$ cat config.mk
export PLATFORM = sky130hd
export DESIGN_NAME = delay_timer
export DESIGN_NICKNAME = d
export VERILOG_FILES = /design/src/rtl/delay_timer_pkg.sv /design/src/rtl/delay_timer_ch.sv /design/src/rtl/delay_timer.sv
export SDC_FILE = /design/constraint.sdc
export NUM_CORES = 1
export LEC_CHECK = 0
export CAP_MARGIN = 5
export CELL_PAD_IN_SITES_DETAIL_PLACEMENT = 0
export CELL_PAD_IN_SITES_GLOBAL_PLACEMENT = 2
export CORE_MARGIN = 2
export CORE_UTILIZATION = 33
export DETAILED_ROUTE_END_ITERATION = 10
export GPL_TIMING_DRIVEN = 0
export HOLD_SLACK_MARGIN = 0.05
export PLACE_DENSITY_LB_ADDON = 0.1
export SYNTH_ARGS = -nofsm -noshare
export SYNTH_HDL_FRONTEND = slang
export SYNTH_SLANG_ARGS = --single-unit
$ cat constraint.sdc
create_clock -name clk -period 2.1 [get_ports clk]
set_input_delay 0.315 -clock clk [delete_from_list [all_inputs] [get_ports clk]]
set_output_delay 0.315 -clock clk [all_outputs]
set_load 0.01 [all_outputs]
$ cat src/rtl/delay_timer_pkg.sv
// Shared types and constants for the LCD delay timer.
// Channel state encoding plus LCD sequencing waits in 1 us ticks.
package delay_timer_pkg;

    typedef enum logic {
        ST_IDLE = 1'b0,
        ST_RUN  = 1'b1
    } ch_state_e;

    // LCD waits expressed in timebase ticks (1 us each at 27 MHz / 27)
    localparam int unsigned LCD_PWR_ON_TICKS = 15000;
    localparam int unsigned LCD_CLEAR_TICKS  = 1640;
    localparam int unsigned LCD_CMD_TICKS    = 40;

    // Width of a counter holding 0..n-1; never narrower than one bit
    function automatic int unsigned cnt_width(input int unsigned n);
        return (n > 1) ? $clog2(n) : 1;
    endfunction

endpackage

$ cat src/rtl/delay_timer_ch.sv
// One delay channel: IDLE/RUN FSM with tick counter and reload.
// done and busy are registered; abort beats expiry beats start.
module delay_timer_ch #(
    parameter int unsigned CTR_WIDTH = 20
) (
    input  logic                 clk,
    input  logic                 rst,
    input  logic                 tick,
    input  logic                 start,
    input  logic                 periodic,
    input  logic                 abort,
    input  logic [CTR_WIDTH-1:0] load,
    output logic                 busy,
    output logic                 done
);
    import delay_timer_pkg::*;

    localparam logic [CTR_WIDTH-1:0] ONE = CTR_WIDTH'(1);

    ch_state_e            state_q;
    logic [CTR_WIDTH-1:0] ctr_q;
    logic [CTR_WIDTH-1:0] reload_q;
    logic                 mode_q;
    logic                 busy_q;
    logic                 done_q;

    // Channel FSM: load on start, count ticks, pulse done at expiry
    always_ff @(posedge clk or negedge rst) begin
        if (!rst) begin
            state_q  <= ST_IDLE;
            ctr_q    <= '0;
            reload_q <= '0;
            mode_q   <= 1'b0;
            busy_q   <= 1'b0;
            done_q   <= 1'b0;
        end else begin
            done_q <= 1'b0;
            if (abort) begin
                state_q <= ST_IDLE;
                ctr_q   <= '0;
                busy_q  <= 1'b0;
            end else begin
                unique case (state_q)
                    ST_IDLE: begin
                        if (start) begin
                            if (load == '0) begin
                                done_q <= 1'b1;
                            end else begin
                                ctr_q    <= load;
                                reload_q <= load;
                                mode_q   <= periodic;
                                state_q  <= ST_RUN;
                                busy_q   <= 1'b1;
                            end
                        end
                    end
                    ST_RUN: begin
                        if (tick) begin
                            if (ctr_q == ONE) begin
                                done_q <= 1'b1;
                                if (mode_q) begin
                                    ctr_q <= reload_q;
                                end else begin
                                    ctr_q   <= '0;
                                    state_q <= ST_IDLE;
                                    busy_q  <= 1'b0;
                                end
                            end else begin
                                ctr_q <= ctr_q - ONE;
                            end
                        end
                    end
                    default: begin
                        state_q <= ST_IDLE;
                        busy_q  <= 1'b0;
                    end
                endcase
            end
        end
    end

    assign busy = busy_q;
    assign done = done_q;

endmodule

$ cat src/rtl/delay_timer.sv
// Multi-channel delay timer: shared prescaler tick feeding
// NUM_CH independent one-shot/periodic channels.
module delay_timer #(
    parameter int unsigned NUM_CH    = 2,
    parameter int unsigned CTR_WIDTH = 20,
    parameter int unsigned PRESCALE  = 27
) (
    input  logic                          clk,
    input  logic                          rst,
    input  logic [NUM_CH-1:0]             start,
    input  logic [NUM_CH-1:0]             periodic,
    input  logic [NUM_CH-1:0]             abort,
    input  logic [NUM_CH*CTR_WIDTH-1:0]   load,
    output logic [NUM_CH-1:0]             busy,
    output logic [NUM_CH-1:0]             done,
    output logic                          tick
);
    import delay_timer_pkg::*;

    localparam int unsigned    PW      = cnt_width(PRESCALE);
    localparam logic [PW-1:0]  PS_LAST = PW'(PRESCALE - 1);

    logic [PW-1:0] ps_q;
    logic [PW-1:0] ps_d;
    logic          tick_q;
    logic          tick_d;

    // Next prescaler count and terminal detect
    always_comb begin
        tick_d = (ps_q == PS_LAST);
        ps_d   = tick_d ? '0 : ps_q + 1'b1;
    end

    // Free-running prescaler; tick is registered so it is glitch-free
    always_ff @(posedge clk or negedge rst) begin
        if (!rst) begin
            ps_q   <= '0;
            tick_q <= 1'b0;
        end else begin
            ps_q   <= ps_d;
            tick_q <= tick_d;
        end
    end

    assign tick = tick_q;

    for (genvar i = 0; i < NUM_CH; i++) begin : g_ch
        delay_timer_ch #(
            .CTR_WIDTH (CTR_WIDTH)
        ) u_ch (
            .clk      (clk),
            .rst      (rst),
            .tick     (tick_q),
            .start    (start[i]),
            .periodic (periodic[i]),
            .abort    (abort[i]),
            .load     (load[i*CTR_WIDTH +: CTR_WIDTH]),
            .busy     (busy[i]),
            .done     (done[i])
        );
    end

endmodule

# == Word level (Yosys, flattened, before mapping) ==
# Index checks and enable logic that the tools add are counted.
# totals
register_bits,94
latchBits,0
ramBits,0
romBits,0
in_bits,48
output_inout_bits,5
n_memories,0
# classes
addsub,3
mul,0
div_mod_pow,0
magnitude_cmp,0
eq_ne,13
shifts,0
mux,55
n_bitwise,6
reduce_logical,8
# ops
operator,n
$mux 20,12
$pmux 20 s2,2
$eq 20x1->1 const B,2
$logic_not 20->1,2
$sub 20x1->20 const B,2
$mux 1,34
$ne 3x3->1 const B,10
$pmux 1 s2,6
$reduce_and 5->1,2
$reduce_and 4->1,2
$not 1->1,6
$reduce_and 3->1,2
$add 5x1->5 const B,1
$eq 5x5->1 const B,1
$mux 5,1

# == Depth between registers and ports, before layout ==
# Gate-level depths: netlist (run 1).
# logic_depth
ltp_word,5
mapped_depth,9

# == Cells and area by module ==
# A second synthesis (run 1) with hierarchy kept.
# unflattened
cells_unflattened,537
area_unflattened_um2,5388.9
# modules_own_cells
module,instances,cells_each,area_each_um2,seq_area_each_um2
delay_timer_ch (g_ch[0].u_ch),1,245,2583.7,1101.1
delay_timer_ch (g_ch[1].u_ch),1,267,2513.7,1101.1
delay_timer,1,25,291.5,150.1

# == Worst setup path before layout (run 1) ==
# OpenSTA, ideal clock, no wires.
# synth_timing
kind,register to register
start,reg g_ch[1].u_ch.ctr_q[0]
end,reg g_ch[1].u_ch.ctr_q[6]
arrival_ps,1875
setup_slack_ps,114
path_stages_with_launch,8
n_path_buf,0
period_less_slack_ps,1986
cell_sequence,dfrtp_1 > inv_1 > ha_1 > or3b_2 > nor3_1 > xor2_1 > a221oi_1 > o41ai_1
# synth_via
elab_chain_len,5
word_cells_on_any_way,6
classes_between,add/sub: 1; eq/ne: 1; mux: 4
# synth_lines
element,line,source
"start, declared",delay_timer_ch.sv:21,logic [CTR_WIDTH-1:0] ctr_q;
"start signal, assigned",delay_timer_ch.sv:49,ctr_q <= load;
"start signal, assigned",delay_timer_ch.sv:62,ctr_q <= reload_q;
"start signal, assigned",delay_timer_ch.sv:69,ctr_q <= ctr_q - ONE;
$sub 20x1->20 / $eq 20x1->1 (equally long branches),"delay_timer_ch.sv:69, delay_timer_ch.sv:59",
$mux 20 (*),delay_timer_ch.sv:59,if (ctr_q == ONE) begin
$mux 20 (*),delay_timer_ch.sv:58,if (tick) begin
$pmux 20 s2 (*),delay_timer_ch.sv:43,unique case (state_q)
$mux 20 (*),delay_timer_ch.sv:38,if (abort) begin
# Mark *: on every way between the ends. The rest lies on a longest branch, timed or not. The select of a mux whose other input is x is not followed.
# A chain may end at the register's enable or synchronous reset.

# == Worst setup path after layout (run 1) ==
# layout_timing
start,reg g_ch[0].u_ch.ctr_q[4]
end,reg g_ch[0].u_ch.ctr_q[17]
# layout_via
elab_chain_len,5
word_cells_on_any_way,6
classes_between,add/sub: 1; eq/ne: 1; mux: 4
# layout_lines
element,line
"start, declared",delay_timer_ch.sv:21
"start signal, assigned",delay_timer_ch.sv:49
"start signal, assigned",delay_timer_ch.sv:62
"start signal, assigned",delay_timer_ch.sv:69
$sub 20x1->20 / $eq 20x1->1 (equally long branches),"delay_timer_ch.sv:69, delay_timer_ch.sv:59"
$mux 20 (*),delay_timer_ch.sv:59
$mux 20 (*),delay_timer_ch.sv:58
$pmux 20 s2 (*),delay_timer_ch.sv:43
$mux 20 (*),delay_timer_ch.sv:38
# Marks and branches as above.

==> results.ini, run 1 <==
[sta]
tightest_slew_ns = 0.727
setup_viol = 0
fmax_ghz = 0.485
final.min_clock_period_ns = 2.06
slew_headroom_pct = 51.5
grt_setup_unrepaired = yes
skew_ns = 0.00625
hold_viol = 0
maxSlewViolCount = 0
finalCritPeriodShare_pct = 98.2

[critical_path]
arrival_ns = 2.31
critPathRequiredTime_ns = 2.34
path_class = reg2reg
crit_path_start_kind = register
crit_fanout = 9
r2r_setup_slack_ns = 0.04
cp-end-kind = register

[grt]
grt_start_max_net_pins = 64
grt_pass1_vias = 5203
grt_pass1_wl_um = 31300
gr-total-overflow = 0
antenna_found_initial = 0
grt_use_total_pct = 22.5

[power]
ir_drop_mv = 0.471
p_leak_nw = 3.20
p_per_area_nw_per_um2 = 801

[min_path]
hold_class = in2reg

[synthesis]
synth_warnings = 0
yosys.cell_types.count = 81
avgSynthCellArea_um2 = 9.56
ys.flop_type = dfrtp_1
synth_cells = 609
synth_edf_count = 0
ys_top_cells_by_area = dfrtp_1 (40%), nand2_1 (5.7%), mux2_2 (3.3%)
async_reset_ff_share_pct = 100
synth_top_area_share_pct = 40.4
synth-seq-cells = 94
syn_nets = 663
synth_area_um2 = 5820
yosysSeqAreaShare_pct = 40.4
synth_top_area_cell = dfrtp_1

[placed_design]
dp_hpwl_um = 14100
gp_congestion = 0.838
io_buffers = 52
placed_area_um2 = 6650

[cells_and_area]
area_delta_synth_final_pct = 31.9
layout_common_cells = dfrtp_1 (87), nand2_1 (86), clkdlybuf4s50_1 (49)
utilization_pct = 44.4
antenna_cells = 0
drive_gt1_share_pct = 26.9
nNetsFinal = 760
final_common_cell = dfrtp_1
fin_area_um2 = 7680

[floorplanning]
pin_count = 53
start_util_pct = 33.7
core_area_um2 = 17300
die-width_um = 137
die_h_um = 137
die_area_um2 = 18700
rows = 48

[clock_network]
clock_latency_ns = 0.35
cts_root_buffer = clkbuf_16
cts_sinks = 94
htreeDepth = 3
cts_tree = yes
clock_path_buffers = 2
numCtsBuffers = 9
clk_pin_slew_ns = 0.07

[detailed_routing]
via_per_inst = 5.70
dr.pass1.iters = 5
drt-wirelength-per-cell_um = 22.0
detailroute.via_count = 5336
drt_iter0_markers = 566
ant_nets = 0
drcViolationCount = 0
wirelength_um = 20600

[job]
drv_cap = 0

[run_status]
status = finished clean

per-stage QoR:
| step | setup slack (ns) | hold slack, ns | cells | power, mW | setup TNS (ns) |
|---|---|---|---|---|---|
| 3_5_place_dp | -1.02 | 0.309 | 887 | 3.95 | -63.22 |
| 6_report | 0.0376 | 0.367 | 936 | 6.15 | 0 |
| 5_1_grt | -0.0248 | 0.389 | 936 | 6.42 | -0.0729 |
| 2_1_floorplan | 0.114 | 0.0194 | 609 | 3.37 | 0 |
| 4_1_cts | -0.000419 | 0.467 | 919 | 6.03 | -0.000419 |
| 3_3_place_gp | -3.20 | 0.458 | 886 | 3.94 | -364.50 |
worst paths after layout:
| kind | from | to | cells past startpoint |
|---|---|---|---|
| worst max-delay path | g_ch[0].u_ch.ctr_q[4] | g_ch[0].u_ch.ctr_q[17] | 7 |
| worst min-delay path | load[39] | g_ch[1].u_ch.reload_q[19] | 3 |
| worst max register to register | g_ch[0].u_ch.ctr_q[4] | g_ch[0].u_ch.ctr_q[17] | 7 |
| worst min register to register | g_ch[0].u_ch.reload_q[6] | g_ch[0].u_ch.reload_q[6] | 1 |
| max in group asynchronous | rst | g_ch[0].u_ch.ctr_q[3] | 3 |
| min in group asynchronous | rst | g_ch[1].u_ch.reload_q[9] | 2 |
final cells by class:
cell class / instances / area [µm²]
timing repair buffer: 88 / 820
sequential: 94 / 2360
clock buffer: 9 / 225
clock inverter: 7 / 113
tap: 225 / 282
inverter: 20 / 78.8
fill: 1681 / 9620
buffer: 43 / 357
multi-input combinational: 450 / 3440
worst max-delay path: stages (launching register included):
cell	delay [ns]
dfrtp_2	0.44
buf_4	0.15
nor4_4	0.30
buf_6	0.18
nand4_1	0.18
o31ai_1	0.30
nand3_1	0.11
a221o_1	0.29
sequential cells by signal (all words and copies together) (netlist names):
| register | count |
|---|---|
| g_ch.u_ch.state_q | 2 |
| tick | 1 |
| g_ch.u_ch.mode_q | 2 |
| g_ch.u_ch.ctr_q | 40 |
| g_ch.u_ch.done | 2 |
| ps_q | 5 |
| g_ch.u_ch.busy | 2 |
| g_ch.u_ch.reload_q | 40 |
report_power, final:
part	switching (mW)	leakage, nW	internal, mW
combinational	1.01	1.86	0.854
clock	0.771	0.165	1.16
sequential	0.283	1.17	2.07
cell usage after synthesis (3+ instances only):
cell type  count
nand4_1       20
nand2_1       88
buf_2         10
dfrtp_1       94
xnor2_1       11
or2_2         12
nand3_1       20
nor4_1        17
and3_1         6
nor3_1        17
clkbuf_1      15
a31oi_1        8
a22oi_1        3
or4_1          5
mux2i_1        3
ha_1           6
o41ai_1        6
o21ai_0       21
mux2_2        17
a221o_1        8
and2_1         5
nor4_2         3
buf_6          4
a21oi_1       15
xor2_1        16
a32o_1         9
clkbuf_8       6
nor2_1        30
inv_1         19
a22o_1         8
buf_4          9
o31a_1         3
nand2b_1       4
o211ai_1      14
a21o_1         5
a221oi_1       5
or3_1          4
nor4_4         3
cell families after synthesis:
kind of cell	count (synthesis)	synth area share, %
mux	22	4.32
flops	94	40.4
simple gates	256	24.6
buf+inv	65	6.81
xor+xnor	27	4.06
compound gates	139	18.5
fa+ha+maj	6	1.29
routing by layer:
| layer | track usage [%] | vias to the layer above | routed length, µm |
|---|---|---|---|
| met5 | 0 | - | 0 |
| met4 | 7.39 | 0 | 392 |
| met3 | 2.41 | 28 | 1100 |
| met2 | 31.5 | 168 | 8570 |
| met1 | 35.7 | 2687 | 10500 |
| li1 | - | 2453 | - |
repair_timing:
action / CTS / global route
hold buffers: 1 / 0
pin swaps: 9 / 14
hold endpoints to repair: 31 / 0
buffers inserted: 15 / 18
cloned: 0 / 1
endpoints found under the setup margin: 84 / 76
gates resized for setup: 43 / 55
Power figures use the tool's default switching activity.
==> run 2: changes to the inputs <==
- CELL_PAD_IN_SITES_DETAIL_PLACEMENT: 0 -> unset
- CELL_PAD_IN_SITES_GLOBAL_PLACEMENT: 2 -> unset
- CORE_UTILIZATION: 33 -> 53
- PLACE_DENSITY: unset -> 0.77
- PLACE_DENSITY_LB_ADDON: 0.1 -> unset
==> run 2 against run 1 <==
The run now ends with setup timing left. Clock skew up 0.0021 ns. Cell area decreased by 5.0%. Register-to-register slack got worse by 0.05 ns. Worst hold slack worse by 0.046 ns. Maximum frequency down 2.5%.
==> results.ini, run 2 (synthesized netlist as in run 1, its figures left out) <==
[detailed_routing]
wirelength_um = 18300
drcViolationCount = 0
detailroute.via_count = 5611
ant_nets = 0
drt-wirelength-per-cell_um = 21.7
via_per_inst = 6.63
dr.pass1.iters = 5
drt_iter0_markers = 476

[clock_network]
clock_latency_ns = 0.38
numCtsBuffers = 9
clk_pin_slew_ns = 0.10
htreeDepth = 3
clock_path_buffers = 2
cts_root_buffer = clkbuf_8
cts_tree = yes
cts_sinks = 94

[power]
ir_drop_mv = 0.518
p_leak_nw = 3.09
p_per_area_nw_per_um2 = 760
p_total_mw = 5.54

[cells_and_area]
nNetsFinal = 755
area_delta_synth_final_pct = 25.3
layout_common_cells = dfrtp_1 (87), nand2_1 (86), clkdlybuf4s50_1 (49)
antenna_cells = 0
final_common_cell = dfrtp_1
top_regs = g_ch.u_ch.ctr_q x40, g_ch.u_ch.reload_q x40, ps_q x5
fin_area_um2 = 7290
drive_gt1_share_pct = 25.5

[sta]
maxSlewViolCount = 0
fin_setup_tns_ns = -0.0318
finalCritPeriodShare_pct = 101
worst_hold_slack_ns = 0.320
tightest_slew_ns = 0.604
skew_ns = 0.00835
final.min_clock_period_ns = 2.12
slew_headroom_pct = 59.8
setup_viol = 2
grt_setup_unrepaired = yes
fmax_ghz = 0.473
hold_viol = 0
worst_slack_ns = -0.0160

[critical_path]
crit_fanout = 5
r2r_cells = 7
crit_path_start_kind = register
reg2reg_from = g_ch[0].u_ch.ctr_q[6]
cp-end-kind = register
r2r_setup_slack_ns = -0.02
path_class = reg2reg
arrival_ns = 2.44
critPathRequiredTime_ns = 2.43
regToRegEndpoint = g_ch[0].u_ch.ctr_q[9]

[grt]
grt_use_met1_pct = 37.8
grt_util_met2_pct = 52.7
antenna_found_initial = 0
busiest_layer = met2
grt_start_max_net_pins = 56
gr-total-overflow = 0
grt_util_met3_pct = 5.32
grt_use_total_pct = 31.3
grt_pass1_vias = 5504
grt_pass1_wl_um = 28000

[job]
drv_cap = 0

[floorplanning]
die-width_um = 109
core_area_um2 = 10800
die_h_um = 109
rows = 38
die_area_um2 = 11800
pin_count = 53
start_util_pct = 53.9

[placed_design]
placed_area_um2 = 6540
gp_congestion = 1.02
dpl_worst_slack_ns = -0.771
io_buffers = 52
dp_hpwl_um = 12200

[min_path]
hold_depth = 2
hold_class = in2reg
worstHoldEndpoint = g_ch[1].u_ch.reload_q[7]
min_from = load[27]

[run_status]
status = finished with violations
violations = setup timing

run 2: worst max-delay path by stage:
stage                           from                        end  cells after the start
2_1_floorplan  g_ch[1].u_ch.ctr_q[0]      g_ch[1].u_ch.ctr_q[6]                      7
3_3_place_gp                     rst     g_ch[0].u_ch.ctr_q[12]                      1
3_5_place_dp                load[26]  g_ch[1].u_ch.reload_q[13]                      6
4_1_cts        g_ch[1].u_ch.ctr_q[0]      g_ch[1].u_ch.ctr_q[6]                      7
5_1_grt        g_ch[0].u_ch.ctr_q[6]      g_ch[0].u_ch.ctr_q[9]                      7
6_report       g_ch[0].u_ch.ctr_q[6]      g_ch[0].u_ch.ctr_q[9]                      7
run 2: layout make-up:
cell class / instances / area (µm²)
Multi-Input combinational cell: 450 / 3350
Clock inverter: 6 / 86.3
Fill cell: 838 / 3500
Inverter: 20 / 75.1
Clock buffer: 10 / 128
Buffer: 44 / 345
Tap cell: 140 / 175
Sequential cell: 94 / 2360
Timing Repair Buffer: 82 / 772
run 2: critical path, cell delays in order (launching register included):
cell      delay (ns)
dfrtp_2         0.46
or4_4           0.58
nor3b_4         0.23
buf_6           0.16
buf_6           0.13
nand4_1         0.15
o211ai_1        0.16
a32o_1          0.20
run 2: repair_timing:
action / in CTS / in global routing
gates resized for setup: 27 / 53
hold buffers: 1 / 0
endpoints found under the hold margin: 39 / 0
pin swaps: 8 / 11
setup endpoints to repair: 82 / 71
buffers inserted: 13 / 14
gates cloned: 0 / 1
run 2: through the flow:
step / util (%) / instances
after global routing: 67.6 / 846
final: 67.6 / 846
after global placement: 60.4 / 801
after detailed placement: 60.6 / 802
after CTS: 65.0 / 832
after floorplan: - / 609
run 2: where the power goes:
group / total (mW) / internal, mW / switching, mW
Sequential: 2.35 / 2.07 / 0.285
Clock: 1.34 / 0.669 / 0.674
Combinational: 1.84 / 0.849 / 0.995
Total: 5.54 / 3.59 / 1.95
run 2: routing by layer:
metal  wire length [µm]  vias to the layer above  part of all wire (%)
met1               6900                     2675                    38
met5                  0                        -                     0
li1                   -                     2454                     -
met3               1570                      105                   8.6
met4                953                        0                   5.2
met2               8910                      377                    49
